--- src/rtl/w5300_pkg.sv ---
// Shared W5300 definitions: socket 0 register offsets, command codes, the
// intraconnect caddr field layout and the UDP receive FSM state type.
// caddr layout: {valid_n, op (1=read, 0=write), addr[9:0]}.
package w5300_pkg;

    // Socket 0 register word addresses
    localparam logic [9:0] SN_CR       = 10'h202;
    localparam logic [9:0] SN_RX_RSR_H = 10'h228;
    localparam logic [9:0] SN_RX_RSR_L = 10'h22A;
    localparam logic [9:0] SN_RX_FIFO  = 10'h230;

    // Sn_CR command codes
    localparam logic [15:0] SN_CR_RECV = 16'h0040;

    // caddr fields
    localparam logic        OP_RD      = 1'b1;
    localparam logic        OP_WR      = 1'b0;
    localparam logic [11:0] CADDR_IDLE = 12'hC00;

    typedef enum logic [3:0] {
        ST_IDLE,
        ST_RSR_H,
        ST_RSR_L,
        ST_CHECK,
        ST_IP_H,
        ST_IP_L,
        ST_PORT,
        ST_SIZE,
        ST_DATA,
        ST_CMD_RECV,
        ST_DONE,
        ST_WAIT
    } rx_state_t;

    function automatic logic [11:0] caddr_rd(input logic [9:0] addr);
        return {1'b0, OP_RD, addr};
    endfunction

    function automatic logic [11:0] caddr_wr(input logic [9:0] addr);
        return {1'b0, OP_WR, addr};
    endfunction

endpackage

--- src/rtl/w5300_poll_timer.sv ---
// Idle-interval timer used between Sn_RX_RSR polls.
// Ports:
//   clk, rst_n : clock, asynchronous active-low reset
//   run        : hold high while waiting; low clears the count
//   expired    : high during the CYCLES-th consecutive cycle of run
module w5300_poll_timer #(
    parameter int CYCLES = 1000
) (
    input  logic clk,
    input  logic rst_n,
    input  logic run,
    output logic expired
);

    localparam int LAST = (CYCLES > 1) ? CYCLES - 1 : 0;
    localparam int CW   = (CYCLES > 1) ? $clog2(CYCLES) : 1;

    logic [CW-1:0] cnt;

    assign expired = run && (cnt == CW'(LAST));

    always_ff @(posedge clk or negedge rst_n) begin
        if (!rst_n)
            cnt <= '0;
        else if (!run)
            cnt <= '0;
        else if (!expired)
            cnt <= cnt + 1'b1;
    end

endmodule

--- src/rtl/w5300_udp_rx.sv ---
// W5300 socket 0 UDP receiver. Polls Sn_RX_RSR, then drains one packet from
// the socket RX FIFO (peer IP, peer port, size, payload words), streams the
// payload into an external buffer, and hands the space back with RECV.
// Ports:
//   clk, rst_n          : clock, asynchronous active-low reset
//   enable              : keep polling socket 0
//   src_ip/src_port     : peer of the last packet
//   rx_size             : payload byte count of the last packet
//   rx_data/rx_we/
//   rx_buffer_addr      : payload buffer write port
//   rx_done             : one-cycle pulse when a packet is complete
//   rx_overflow         : last packet did not fit in the buffer
//   busy_n              : high while idle
//   op_status/rd_data   : intraconnect completion pulse and read data
//   caddr/wr_data       : intraconnect command and write data
module w5300_udp_rx
    import w5300_pkg::*;
#(
    parameter int CLK_FREQ             = 100,
    parameter int RX_BUFFER_ADDR_WIDTH = 12,
    parameter int POLL_WAIT            = 1000
) (
    input  logic                            clk,
    input  logic                            rst_n,
    input  logic                            enable,
    output logic [31:0]                     src_ip,
    output logic [15:0]                     src_port,
    output logic [15:0]                     rx_size,
    output logic [15:0]                     rx_data,
    output logic [RX_BUFFER_ADDR_WIDTH-1:0] rx_buffer_addr,
    output logic                            rx_we,
    output logic                            rx_done,
    output logic                            rx_overflow,
    output logic                            busy_n,
    input  logic                            op_status,
    input  logic [15:0]                     rd_data,
    output logic [15:0]                     wr_data,
    output logic [11:0]                     caddr
);

    localparam int AW = RX_BUFFER_ADDR_WIDTH;
    localparam logic [31:0] BUF_DEPTH = 32'(1) << AW;
    // A zero poll interval (or a nonsensical clock setting) degenerates to a
    // single idle cycle between polls.
    localparam int POLL_CYCLES = (CLK_FREQ > 0 && POLL_WAIT > 0) ? POLL_WAIT : 1;

    rx_state_t   state;
    logic [31:0] rsr;
    logic [15:0] word_cnt;
    logic [15:0] word_total;
    logic        poll_expired;

    // Access belonging to the current state; CADDR_IDLE for non-access states.
    logic [11:0] acc_caddr;
    logic [15:0] acc_wdata;
    logic        acc_done;

    always_comb begin
        acc_caddr = CADDR_IDLE;
        acc_wdata = 16'h0000;
        unique case (state)
            ST_RSR_H:    acc_caddr = caddr_rd(SN_RX_RSR_H);
            ST_RSR_L:    acc_caddr = caddr_rd(SN_RX_RSR_L);
            ST_IP_H,
            ST_IP_L,
            ST_PORT,
            ST_SIZE,
            ST_DATA:     acc_caddr = caddr_rd(SN_RX_FIFO);
            ST_CMD_RECV: begin
                acc_caddr = caddr_wr(SN_CR);
                acc_wdata = SN_CR_RECV;
            end
            default:     acc_caddr = CADDR_IDLE;
        endcase
    end

    // Completion only counts while an access is actually presented.
    assign acc_done = !caddr[11] && op_status;

    w5300_poll_timer #(.CYCLES(POLL_CYCLES)) u_poll_timer (
        .clk     (clk),
        .rst_n   (rst_n),
        .run     (state == ST_WAIT),
        .expired (poll_expired)
    );

    always_ff @(posedge clk or negedge rst_n) begin
        if (!rst_n) begin
            state          <= ST_IDLE;
            caddr          <= CADDR_IDLE;
            wr_data        <= '0;
            rx_data        <= '0;
            rx_buffer_addr <= '0;
            rx_we          <= 1'b0;
            rx_done        <= 1'b0;
            rx_overflow    <= 1'b0;
            busy_n         <= 1'b0;
            src_ip         <= '0;
            src_port       <= '0;
            rx_size        <= '0;
            rsr            <= '0;
            word_cnt       <= '0;
            word_total     <= '0;
        end else begin
            rx_we   <= 1'b0;
            rx_done <= 1'b0;

            // Each access state first presents its access (one idle cycle of
            // caddr between accesses), holds it, and drops it on completion.
            if (!acc_caddr[11] && caddr[11]) begin
                caddr   <= acc_caddr;
                wr_data <= acc_wdata;
            end else if (acc_done) begin
                caddr <= CADDR_IDLE;
            end

            unique case (state)
                ST_IDLE: begin
                    if (enable) begin
                        state  <= ST_RSR_H;
                        busy_n <= 1'b0;
                    end else begin
                        busy_n <= 1'b1;
                    end
                end
                ST_RSR_H: if (acc_done) begin
                    rsr[31:16] <= rd_data;
                    state      <= ST_RSR_L;
                end
                ST_RSR_L: if (acc_done) begin
                    rsr[15:0] <= rd_data;
                    state     <= ST_CHECK;
                end
                ST_CHECK: begin
                    if (rsr == 32'd0) begin
                        state <= ST_WAIT;
                    end else begin
                        state       <= ST_IP_H;
                        rx_overflow <= 1'b0;
                        word_cnt    <= '0;
                    end
                end
                ST_IP_H: if (acc_done) begin
                    src_ip[31:16] <= rd_data;
                    state         <= ST_IP_L;
                end
                ST_IP_L: if (acc_done) begin
                    src_ip[15:0] <= rd_data;
                    state        <= ST_PORT;
                end
                ST_PORT: if (acc_done) begin
                    src_port <= rd_data;
                    state    <= ST_SIZE;
                end
                ST_SIZE: if (acc_done) begin
                    rx_size    <= rd_data;
                    // ceil(bytes/2) without a 17-bit intermediate
                    word_total <= {1'b0, rd_data[15:1]} + 16'(rd_data[0]);
                    state      <= (rd_data == 16'd0) ? ST_CMD_RECV : ST_DATA;
                end
                ST_DATA: if (acc_done) begin
                    rx_data <= rd_data;
                    // Words past the buffer end are drained but dropped; the
                    // address stays on the last valid slot.
                    if ({16'd0, word_cnt} < BUF_DEPTH) begin
                        rx_we          <= 1'b1;
                        rx_buffer_addr <= AW'(word_cnt);
                    end else begin
                        rx_overflow <= 1'b1;
                    end
                    word_cnt <= word_cnt + 16'd1;
                    if (word_cnt + 16'd1 == word_total)
                        state <= ST_CMD_RECV;
                end
                ST_CMD_RECV: if (acc_done) begin
                    rx_done <= 1'b1;
                    state   <= ST_DONE;
                end
                ST_DONE: begin
                    if (enable) begin
                        state <= ST_RSR_H;
                    end else begin
                        state  <= ST_IDLE;
                        busy_n <= 1'b1;
                    end
                end
                ST_WAIT: if (poll_expired) begin
                    if (enable) begin
                        state <= ST_RSR_H;
                    end else begin
                        state  <= ST_IDLE;
                        busy_n <= 1'b1;
                    end
                end
                default: state <= ST_IDLE;
            endcase
        end
    end

endmodule
--- config.mk ---
export PLATFORM = sky130hd
export DESIGN_NAME = w5300_udp_rx
export DESIGN_NICKNAME = d
export VERILOG_FILES = /design/src/rtl/w5300_pkg.sv /design/src/rtl/w5300_poll_timer.sv /design/src/rtl/w5300_udp_rx.sv
export SDC_FILE = /design/constraint.sdc
export NUM_CORES = 1
export LEC_CHECK = 0
export CORE_AREA = 2 2 133 135
export CTS_CLUSTER_SIZE = 16
export DETAILED_ROUTE_END_ITERATION = 16
export DIE_AREA = 0 0 135 137
export GPL_ROUTABILITY_DRIVEN = 0
export PLACE_DENSITY = 0.85
export SYNTH_ARGS = -nofsm -noshare
export SYNTH_HDL_FRONTEND = slang
export SYNTH_SLANG_ARGS = --single-unit
--- constraint.sdc ---
create_clock -name clk -period 2.35 [get_ports clk]
set_clock_uncertainty 0.15 [all_clocks]
set_input_delay 0.5875 -clock clk [delete_from_list [all_inputs] [get_ports clk]]
set_output_delay 0.5875 -clock clk [all_outputs]
set_load 0.02 [all_outputs]
==> flow_metrics.env <==
export IMPL_outcome="complete, no violations"
export IMPL_maxSlewHeadroom=0.661
export IMPL_syn2layout_area_growth_pct=28.2
export IMPL_synth_cell_types=67
export IMPL_synth_seq_cells=182
export IMPL_first_pass_iters=5
export IMPL_synthFlopType="dfrtp_1"
export IMPL_io_pins=144
export IMPL_grt_pass1_wl_um=33100
export IMPL_final_util=0.631
export IMPL_cts_sinks=182
export IMPL_grt_max_degree=55
export IMPL_max_vdd_ir_drop_mv=1.05
export IMPL_start_kind="flop"
export IMPL_dieArea_sq_um=18500
export IMPL_async_flop_share=1.00
export IMPL_remaining_drc_errors=0
export IMPL_fin_crit_ps=2280
export IMPL_worstRegToRegCells=6
export IMPL_min_to="caddr[10]"
export IMPL_root_buffer="clkbuf_16"
export IMPL_whs_ps=309
export IMPL_regArea_sq_um=4560
export IMPL_p_leak_nw=4.79
export IMPL_path_delay_family="buffers and inverters"
export IMPL_start_util=0.492
export IMPL_drv_slew=0
export IMPL_rows=48
export IMPL_fmax_mhz=438
export IMPL_coreArea_sq_um=17100
export IMPL_grt_pass1_vias=6355
export IMPL_clk_latency_ps=430
export IMPL_antenna_found_initial=0
export IMPL_rsz0062_at_grt="no"
export IMPL_drive_above_1_share=0.204
export IMPL_end_kind="primary output"
export IMPL_nFillCells=1293
export IMPL_hpwlAfterDp_um=14100
export IMPL_hold_viol=0
export IMPL_r2r_end="rx_buffer_addr[9]"
export IMPL_min_delay_start="caddr[10]"
export IMPL_power_density_nw_per_um2=1200
export IMPL_crit_type="reg2out"
export IMPL_vias=6346
export IMPL_cts_buffers=17
export IMPL_rr_startpoint="state[2]"
export IMPL_syn_avg_cell_area_sq_um=11.0
export IMPL_slowest_stage="clkdlybuf4s50_1"
export IMPL_min_path_type="reg2reg"
export IMPL_clockBufferDepth=2
export IMPL_design_area_sq_um=10800
export IMPL_cts_tree="done"
export IMPL_crit_buf_inv=1
export IMPL_postPlaceCellArea_sq_um=10200
export IMPL_whs_path_depth=2
export IMPL_track_usage=0.229
export IMPL_worst_ep_required_time_ps=1610
export IMPL_die_y_um=137
export IMPL_crit_fanout=2
export IMPL_wl_per_cell_um=17.6
export IMPL_overflow=0
export IMPL_tightestPinTransition_ps=504
export IMPL_reg2reg_slack_ps=140
export IMPL_drtIter0Drc=561
export IMPL_p_total_mw=13.0
export IMPL_cts_clk_slew_worst_paths_ps=70
export IMPL_stdcell_count=1152
export IMPL_finalSetupViolCount=0
export IMPL_drt_vias_per_instance=5.51
export IMPL_io_buffer_count=123
export IMPL_layout_nets=939
export IMPL_yosysSeqAreaShare=0.543
export IMPL_multi_input_area_sq_um=3520
export IMPL_placed_cells_incl_taps=1119
export IMPL_period_share=0.971
export IMPL_die_width_um=135
export IMPL_drtAntennaViolNets=0
export IMPL_synth_cells=767
export IMPL_crit_arrival_ps=1540
export IMPL_synth_edf_count=0
export IMPL_synth_cell_area_sq_um=8400
export IMPL_maxCapViolations=0
export IMPL_drt_wl_total_um=20200
export IMPL_yosys_warnings=0
export IMPL_htreeDepth=4
export IMPL_diodes=0
export IMPL_worstPathCellList="clkdlybuf4s50_1"
export IMPL_critPathMaxStageDelay_ps=590
## registers in the layout, summed over array words and instances, names as in the netlist
name              flops
busy_n                1
caddr                 7
rsr                  32
rx_buffer_addr       12
rx_data              16
rx_done               1
rx_overflow           1
rx_size              16
rx_we                 1
src_ip               32
src_port             16
state                 4
u_poll_timer.cnt     10
word_cnt             16
word_total           16
wr_data               1
## layout make-up
type / count / area share
timing repair buffer: 178 / 0.166
multi-input combinational: 526 / 0.327
tap: 225 / 0.0261
sequential: 182 / 0.423
clock inverter: 14 / 0.0149
clock buffer: 18 / 0.0398
inverter: 9 / 0.00314
## cells in the mapped netlist (all sizes together) (2+ instances only)
cell,instances,area [sq um]
a211oi,2,20.0
a21oi,15,78.8
a22o,4,35.0
a31oi,2,12.5
and2,2,12.5
and3,5,31.3
buf,43,279
clkbuf,26,97.6
dfrtp,180,4500
dfstp,2,52.6
ha,5,62.6
inv,9,33.8
mux2,90,1010
mux2i,2,20.0
nand2,114,433
nand2b,4,25.0
nand3,30,155
nand3b,2,15.0
nand4,10,92.6
nor2,35,141
nor2b,8,50.1
nor3,10,55.1
nor4,17,149
o211ai,4,30.0
o21a,3,22.5
o21ai,65,325
o31ai,8,60.1
o41ai,4,35.0
or3,3,18.8
or4,2,15.0
xnor2,22,193
xor2,17,149
## metal layers
layer / GRT usage / routed length, um / vias to the layer above
met5: 0 / 0 / -
met4: 0.0961 / 673 / 0
met3: 0.0726 / 1320 / 47
met2: 0.376 / 9940 / 219
met1: 0.282 / 8300 / 3140
li1: - / - / 2940
## power by group
| group | switching [mW] | total, mW | internal (mW) | leakage (nW) |
|---|---|---|---|---|
| registers | 0.732 | 5.03 | 4.29 | 2.33 |
| logic | 2.58 | 5.11 | 2.53 | 2.17 |
| clock network | 1.30 | 2.82 | 1.52 | 0.292 |
## metrics by stage
stage,TNS (ps),worst slack (ps)
floorplan,0,281
global placement,-396,-116
detailed placement,-949,-193
CTS,0,47.7
global route,0,19.7
finish,0,67.7
## placed cells by master, fill, tap and decap left out, types with 5 or more instances in the layout
cell | netlist | routed
dfrtp_1 | 180 | 179
clkdlybuf4s50_1 | 0 | 121
nand2_1 | 112 | 112
mux2_2 | 81 | 81
o21ai_0 | 62 | 62
buf_4 | 23 | 43
nor2_1 | 31 | 31
nand3_1 | 29 | 27
xnor2_1 | 22 | 22
conb_1 | 1 | 20
xor2_1 | 17 | 17
clkbuf_16 | 0 | 17
a21oi_1 | 14 | 14
nor4_1 | 13 | 13
buf_12 | 0 | 11
inv_1 | 9 | 9
nor3_1 | 9 | 9
mux2_1 | 9 | 9
nor2b_1 | 8 | 8
nand4_1 | 8 | 8
o31ai_1 | 8 | 8
and3_1 | 5 | 5
inv_8 | 0 | 5
## timing repair
item | in CTS | in global routing
hold buffers | 1 | 0
resized for setup | 2 | 3
gates cloned | 0 | 0
setup endpoints to repair | 12 | 1
hold endpoints to repair | 38 | 0
setup buffers | 0 | 0
## worst max path at each step
| stage | from | to | depth (start not counted) | slack (ps) |
|---|---|---|---|---|
| finish | caddr[10] | caddr[10] | 1 | 70 |
| global route | caddr[10] | caddr[10] | 1 | 20 |
| CTS | caddr[10] | caddr[10] | 1 | 50 |
| detailed placement | rd_data[0] | word_total[13] | 8 | -190 |
| global placement | rd_data[0] | word_total[11] | 8 | -120 |
| floorplan | caddr[11] | src_ip[27] | 6 | 280 |
## cell families after synthesis
logic type               after synthesis  share of synthesized area
other                                  1                   0.000446
AND/OR/NAND/NOR                      249                      0.149
multiplexers                          92                      0.123
flip-flops                           182                      0.543
XOR/XNOR                              39                     0.0407
AO/OA/AOI/OAI                        121                     0.0880
adder cells (fa/ha/maj)                5                    0.00745
buffers and inverters                 78                     0.0489
No activity file was read; power rests on OpenSTA's default activity.
